## src/rtl/adc_capture.sv

```systemverilog
// Serial ADC sample capture: a 3-state shift FSM pushes completed words into a small circular FIFO.
// Overflow is a sticky flag. short_frame pulses for one cycle when a frame ends mid-word.
module adc_capture #(
    parameter int DATA_W = 10,
    parameter int DEPTH  = 4
) (
    input  logic                     clk,
    input  logic                     reset,
    input  logic                     frame,
    input  logic                     data_en,
    input  logic                     sdi,
    output logic [DATA_W-1:0]        out_data,
    output logic                     out_valid,
    input  logic                     out_ready,
    output logic [$clog2(DEPTH):0]   level,
    output logic                     overflow,
    output logic                     short_frame,
    input  logic                     clr_flags
);

    localparam int AW = $clog2(DEPTH);
    localparam int CW = $clog2(DATA_W + 1);

    typedef enum logic [1:0] {IDLE, SHIFT, DONE} state_t;

    state_t              state;
    logic [CW-1:0]       cnt;
    logic [DATA_W-1:0]   shreg;
    logic [DATA_W:0]     shifted;
    logic [DATA_W-1:0]   first_word;
    logic                push;

    logic [DATA_W-1:0]   mem [DEPTH];
    logic [AW-1:0]       wptr;
    logic [AW-1:0]       rptr;
    logic                full;
    logic                pop;
    logic                accept;

    // For DATA_W == 1 the IDLE sample is already a complete word, so both paths share shifted.
    always_comb begin
        shifted    = {shreg, sdi};
        first_word = '0;
        first_word[0] = sdi;
        push       = 1'b0;
        case (state)
            IDLE:    push = frame && data_en && (DATA_W == 1);
            SHIFT:   push = frame && data_en && (cnt == CW'(DATA_W - 1));
            default: push = 1'b0;
        endcase
    end

    always_ff @(posedge clk or negedge reset) begin
        if (!reset) begin
            state       <= IDLE;
            cnt         <= '0;
            shreg       <= '0;
            short_frame <= 1'b0;
        end else begin
            short_frame <= 1'b0;
            case (state)
                IDLE: begin
                    if (frame && data_en) begin
                        shreg <= first_word;
                        cnt   <= CW'(1);
                        state <= (DATA_W == 1) ? DONE : SHIFT;
                    end
                end
                SHIFT: begin
                    if (!frame) begin
                        short_frame <= 1'b1;
                        shreg       <= '0;
                        cnt         <= '0;
                        state       <= IDLE;
                    end else if (data_en) begin
                        shreg <= shifted[DATA_W-1:0];
                        cnt   <= cnt + CW'(1);
                        if (push)
                            state <= DONE;
                    end
                end
                DONE: begin
                    if (!frame) begin
                        cnt   <= '0;
                        state <= IDLE;
                    end
                end
                default: state <= IDLE;
            endcase
        end
    end

    assign full      = (level == (AW+1)'(DEPTH));
    assign out_valid = (level != '0);
    assign pop       = out_valid && out_ready;
    // A push into a full FIFO still lands when the head leaves in the same cycle.
    assign accept    = push && (!full || pop);
    assign out_data  = out_valid ? mem[rptr] : '0;

    always_ff @(posedge clk) begin
        if (accept)
            mem[wptr] <= shifted[DATA_W-1:0];
    end

    always_ff @(posedge clk or negedge reset) begin
        if (!reset) begin
            wptr     <= '0;
            rptr     <= '0;
            level    <= '0;
            overflow <= 1'b0;
        end else begin
            if (accept)
                wptr <= wptr + AW'(1);
            if (pop)
                rptr <= rptr + AW'(1);
            case ({accept, pop})
                2'b10:   level <= level + (AW+1)'(1);
                2'b01:   level <= level - (AW+1)'(1);
                default: level <= level;
            endcase
            overflow <= (push && full && !pop) || (overflow && !clr_flags);
        end
    end

endmodule

```

## config.mk

```make
export PLATFORM = sky130hd
export DESIGN_NAME = adc_capture
export DESIGN_NICKNAME = d
export VERILOG_FILES = /design/src/rtl/adc_capture.sv
export SDC_FILE = /design/constraint.sdc
export NUM_CORES = 1
export LEC_CHECK = 0
export CORE_ASPECT_RATIO = 1.75
export CORE_UTILIZATION = 51
export CTS_CLUSTER_SIZE = 12
export DETAILED_ROUTE_END_ITERATION = 12
export PLACE_DENSITY = 0.71
export REMOVE_ABC_BUFFERS = 1
export SYNTH_ARGS = -nofsm -noshare
export SYNTH_HDL_FRONTEND = slang
export SYNTH_SLANG_ARGS = --single-unit
```

## constraint.sdc

```tcl
create_clock -name clk -period 3.1 [get_ports clk]
set_clock_uncertainty 0.2 [all_clocks]
set_input_delay 0.62 -clock clk [delete_from_list [all_inputs] [get_ports clk]]
set_output_delay 0.62 -clock clk [all_outputs]
set_load 0.005 [all_outputs]
```

==> impl_metrics.tcl, run 1 <==
set metrics [dict create \
    status "finished, final reports clean" \
    wirelength_mm 5.03 \
    firstDrtPassIters 4 \
    rsz0062_at_grt "false" \
    viasPerCell 5.35 \
    detail-route-antenna-nets 0 \
    initial_core_util_pct 52.5 \
    numCtsBuffers 9 \
    max_slew_margin_pct 59.1 \
    tritoncts "built" \
    grt_start_max_net_pins 25 \
    fmax_mhz 349 \
    worst_slew_pin_slew_ns 0.614 \
    drt_iter0_markers 91 \
    nFillCells 441 \
    clk_latency_ns 0.33 \
    drcViolationCount 0 \
    cp_max_fo 12 \
    postCtsSetupBuffers 0 \
    htree_levels 3 \
    drive_gt1_share_pct 16.8 \
    final_area_um2 3470 \
    diodes 0 \
    cts_resized 0 \
    cts_sinks 64 \
    netlist_instances 207 \
    cts_hold_buf 0 \
    cp-start-kind "register" \
    num_rows 36 \
    portBuffers 22 \
    cp.required_ns 2.28 \
    coreArea_um2 5540 \
    wl_per_cell_um 15.4 \
    final_common_cell "edfxtp_1" \
    track_usage_pct 20.0 \
    synth_edf_count 40 \
    post-route-period-util_pct 92.5 \
    setup-tns-final_ns 0 \
    vias 1744 \
    ys.flop_type "edfxtp_1" \
    grt_first_pass_wirelength_mm 8.45 \
    fin_crit_ns 2.87 \
    regToRegStartpoint "level[0]" \
    cts_root_buffer "clkbuf_8" \
    setup_viol 0 \
    ys_seq_area_share_pct 62.0 \
    clk_path_buf_depth 2 \
    rr_worst_depth 7 \
    r2r_slack_ns 0.44 \
    crit_path_end_kind "output port" \
    reg2reg_to "level[2]" \
    async_flop_share_pct 37.5 \
    ios 23 \
    antenna_found_initial 0 \
    min_path_type "reg -> reg" \
    dp_hpwl_mm 3.54 \
    avgSynthCellArea_um2 14.0 \
    hold_viol 0 \
    die-height_um 102 \
    finalWeightedCongestion 0.839 \
    die_x_um 59.1 \
    final_cell_mix "40 x edfxtp_1, 24 x dfrtp_1, 23 x nand2_1, 22 x clkdlybuf4s50_1, 16 x and2_1" \
    ir_drop_v 0.000412 \
    syn_area_um2 2910 \
    synth_cell_types 42 \
    cellPowerDensity_nw_per_um2 703 \
    overflow 0 \
    hold_path_depth 2 \
    die-area_um2 6020 \
    slew_viol_final 0 \
    post_dp_cell_area_um2 3270 \
    hold_end "cnt[1]" \
    path_class "reg -> out" \
    grt_pass1_vias 1810 \
    ys_seq_elements 64 \
    p_leak_uw 0.00137 \
    crit_arrival_ns 2.05 \
    num-nets-final 263 \
    min_from "cnt[1]" \
    cap_violations 0 \
    syn2layout_area_growth_pct 19.2 \
    synth.yosys.warnings 0 \
    utilization_pct 62.6 \
    clkTransAtPathRegs_ns 0.07 \
]
worst max path at each step:
stage                     startpoint           to  slack [ns]  depth (start not counted)
after global placement       data_en     level[2]        0.24                          8
after detailed placement     data_en     level[2]        0.19                          8
after floorplan             level[2]     level[2]        0.64                          7
final                        rptr[0]  out_data[1]        0.23                          4
after CTS                    rptr[0]  out_data[1]        0.18                          4
after global routing         rptr[0]  out_data[1]        0.12                          4
state kept, by name (all words and copies together) (netlist names):
name,count
level,3
mem,40
rptr,2
short_frame,1
state,2
overflow,1
cnt,4
wptr,2
shreg,9
per-layer routing:
| layer | track usage [%] | wire [µm] | vias up |
|---|---|---|---|
| met5 | 0 | 0 | - |
| met3 | 4.30 | 143 | 11 |
| met1 | 20.3 | 1900 | 857 |
| li1 | - | - | 839 |
| met4 | 11.4 | 134 | 0 |
| met2 | 36.5 | 2850 | 37 |
stage by stage:
| stage | setup slack (ns) | total power (µW) | hold WS (ns) | instances |
|---|---|---|---|---|
| after floorplan | 0.638 | 1510 | 0.124 | 200 |
| after global placement | 0.243 | 1770 | 0.323 | 310 |
| after detailed placement | 0.188 | 1780 | 0.336 | 310 |
| after CTS | 0.181 | 2470 | 0.348 | 326 |
| after global routing | 0.116 | 2590 | 0.371 | 326 |
| final | 0.231 | 2440 | 0.351 | 326 |
final cells by class:
| cell class | instances | area, µm² | share of cell area, % |
|---|---|---|---|
| clock buffers | 12 | 145 | 4.19 |
| clock inverters | 4 | 46.3 | 1.34 |
| inverters | 8 | 30.0 | 0.866 |
| multi-input cells | 128 | 1040 | 29.9 |
| flip-flops and latches | 64 | 1800 | 52.0 |
| well taps | 76 | 95.1 | 2.74 |
| repair buffers | 34 | 310 | 8.95 |
cell usage after synthesis (3+ instances only):
cell type	count	share of area, %
and2_1	16	3.4
buf_2	3	0.52
xnor2_1	4	1.2
inv_1	8	1.0
nor2_1	7	0.90
dfrtp_1	24	21
o21ai_0	14	2.4
nor2b_1	3	0.65
ha_1	10	4.3
a21oi_1	4	0.69
nand3_1	5	0.86
mux4_2	10	7.7
nand2_1	23	3.0
edfxtp_1	40	41
worst max-delay path: stages (launching register included):
cell and delay, ns:
dfrtp_1 0.32, buf_4 0.24, mux4_2 0.53, and2_1 0.17, clkdlybuf4s50_1 0.44
power by group:
group / leakage [µW] / switching, µW / internal [µW]
combinational: 0.000544 / 340 / 338
clock: 0.0000940 / 305 / 390
sequential: 0.000731 / 86.9 / 977
total: 0.00137 / 732 / 1700
cells by family (layout without fill, tap and decap cells):
family	count (synthesis)	in the layout	share of synthesized area [%]
and+or+nand+nor	63	63	11.4
xor gates and xnor gates	4	4	1.21
DFF	64	64	62.0
muxes	14	14	9.21
buffers and inverters	15	58	2.32
adders and majority gates	11	11	4.99
AOI/OAI and AO/OA	36	36	8.91
(Power assumes the default switching activity.)
==> run 2, diff against run 1 <==
--- a/config.mk
+++ b/config.mk
@@ -9,8 +9,7 @@
 export CORE_UTILIZATION = 51
 export CTS_CLUSTER_SIZE = 12
 export DETAILED_ROUTE_END_ITERATION = 12
-export PLACE_DENSITY = 0.71
-export REMOVE_ABC_BUFFERS = 1
+export PLACE_DENSITY_LB_ADDON = 0.1
 export SYNTH_ARGS = -nofsm -noshare
 export SYNTH_HDL_FRONTEND = slang
 export SYNTH_SLANG_ARGS = --single-unit
==> impl_metrics.tcl, run 2 (synthesis results as in run 1) <==
set metrics [dict create \
    finalWeightedCongestion 0.797 \
    ir_drop_v 0.000439 \
    wl_met1_mm 1.84 \
    tritoncts "built" \
    cp.required_ns 2.28 \
    coreArea_um2 5540 \
    cts_root_buffer "clkbuf_8" \
    p_clk_share_pct 27.7 \
    dp_cells 307 \
    grt_start_max_net_pins 25 \
    cp-start-kind "register" \
    worst_slew_pin_slew_ns 0.586 \
    post_layout_nonfiller_instances 323 \
    status "finished, final reports clean" \
    detail-route-antenna-nets 0 \
    p_leak_uw 0.00135 \
    drt_iter0_markers 33 \
    crit_arrival_ns 2.11 \
    diodes 0 \
    post-route-period-util_pct 94.5 \
    routed.top_layer "met4" \
    drcViolationCount 0 \
    final_common_cell "edfxtp_1" \
    grt_pass1_vias 1813 \
    final_cell_mix "40 x edfxtp_1, 24 x dfrtp_1, 23 x nand2_1, 22 x clkdlybuf4s50_1, 16 x and2_1" \
    setup_viol 0 \
    num_rows 36 \
    reg_top3 "mem (40), shreg (9), cnt (4)" \
    nFillCells 458 \
    ios 23 \
    largest_reg_flops 40 \
    max_slew_margin_pct 60.9 \
    viasPerCell 5.48 \
    num-nets-final 260 \
    htree_levels 3 \
    clk_path_buf_depth 2 \
    portBuffers 22 \
    drive_gt1_share_pct 15.8 \
    largest_register "mem" \
    wirelength_mm 5.09 \
    cts_hold_buf 0 \
    wl_per_cell_um 15.8 \
    min_path_type "reg -> reg" \
    clk_latency_ns 0.33 \
    hold_viol 0 \
    antenna_found_initial 0 \
    seq_power_share_pct 44.9 \
    syn2layout_area_growth_pct 18.3 \
    multi_input_area_um2 1040 \
    pwr-share-comb_pct 27.4 \
    rsz0062_at_grt "false" \
    cts_resized 0 \
    slew_viol_final 0 \
    switching_share_pct 30.5 \
    met3_wirelength_um 136 \
    track_usage_pct 19.6 \
    overflow 0 \
    firstDrtPassIters 4 \
    cts_sinks 64 \
    die_x_um 59.1 \
    fmax_mhz 341 \
    die-height_um 102 \
    vias 1769 \
    numCtsBuffers 9 \
    dp_hpwl_mm 3.70 \
    die-area_um2 6020 \
    clkTransAtPathRegs_ns 0.07 \
    cp_max_fo 14 \
    crit_path_end_kind "output port" \
    seqCellArea_um2 1800 \
    grt_first_pass_wirelength_mm 8.42 \
    setup-tns-final_ns 0 \
    p_int_uw 1670 \
    cellPowerDensity_nw_per_um2 700 \
    syn-num-nets 225 \
    cap_violations 0 \
    postCtsSetupBuffers 0 \
    fin_crit_ns 2.93 \
    switchingPower_uw 733 \
    initial_core_util_pct 52.5 \
    path_class "reg -> out" \
    wl_met2_mm 3.04 \
]
run 2: changes by cell type in the layout (fill, tap and decap cells not counted), sizes merged:
cell / change
buf: -3
clkbuf: -3
clkinv: +3
run 2: cell type report:
class / instances / share of cell area [%]
clock buffers: 9 / 3.60
clock inverters: 7 / 1.82
inverters: 8 / 0.873
multi-input cells: 128 / 30.2
flip-flops and latches: 64 / 52.4
well taps: 76 / 2.77
repair buffers: 31 / 8.37
run 2: worst paths after layout:
| check | from | to | slack [ns] | cells past startpoint |
|---|---|---|---|---|
| worst max-delay path | level[2] | out_data[3] | 0.17 | 3 |
| worst min-delay path | rptr[0] | rptr[0] | 0.30 | 1 |
| worst max register to register | level[2] | level[2] | 0.40 | 7 |
| worst min register to register | rptr[0] | rptr[0] | 0.30 | 1 |
| max in group asynchronous | reset | shreg[7] | 2.00 | 2 |
| min in group asynchronous | reset | overflow | 0.45 | 2 |
run 2: power groups by stage:
| stage | registers (µW) | clock network [µW] | logic [µW] |
|---|---|---|---|
| detailed placement | 1100 | 0 | 673 |
| CTS | 1080 | 679 | 674 |
| global placement | 1090 | 0 | 648 |
| finish | 1080 | 666 | 659 |
| floorplan | 1050 | 0 | 491 |
| global route | 1090 | 722 | 739 |
run 2: stage by stage:
step	total power [µW]	cell area [µm²]	util, %	setup slack [ns]	hold WS, ns
finish	2410	3440	62.1	0.172	0.303
global placement	1740	3250	58.7	0.233	0.287
global route	2550	3440	62.1	0.0509	0.358
CTS	2440	3440	62.1	0.129	0.308
floorplan	1540	2910	-	0.647	0.124
detailed placement	1770	3250	58.7	0.182	0.298
run 2: worst max-delay path: stages, from the launching register on:
cell,delay [ns]
dfrtp_1,0.49
or3_1,0.62
and2_1,0.23
clkdlybuf4s50_1,0.44
run 2: layer usage:
| metal | global-route usage, % | vias to the layer above |
|---|---|---|
| met3 | 4.94 | 10 |
| met1 | 19.0 | 893 |
| met4 | 7.88 | 0 |
| li1 | - | 832 |
| met2 | 37.8 | 34 |
| met5 | 0 | - |
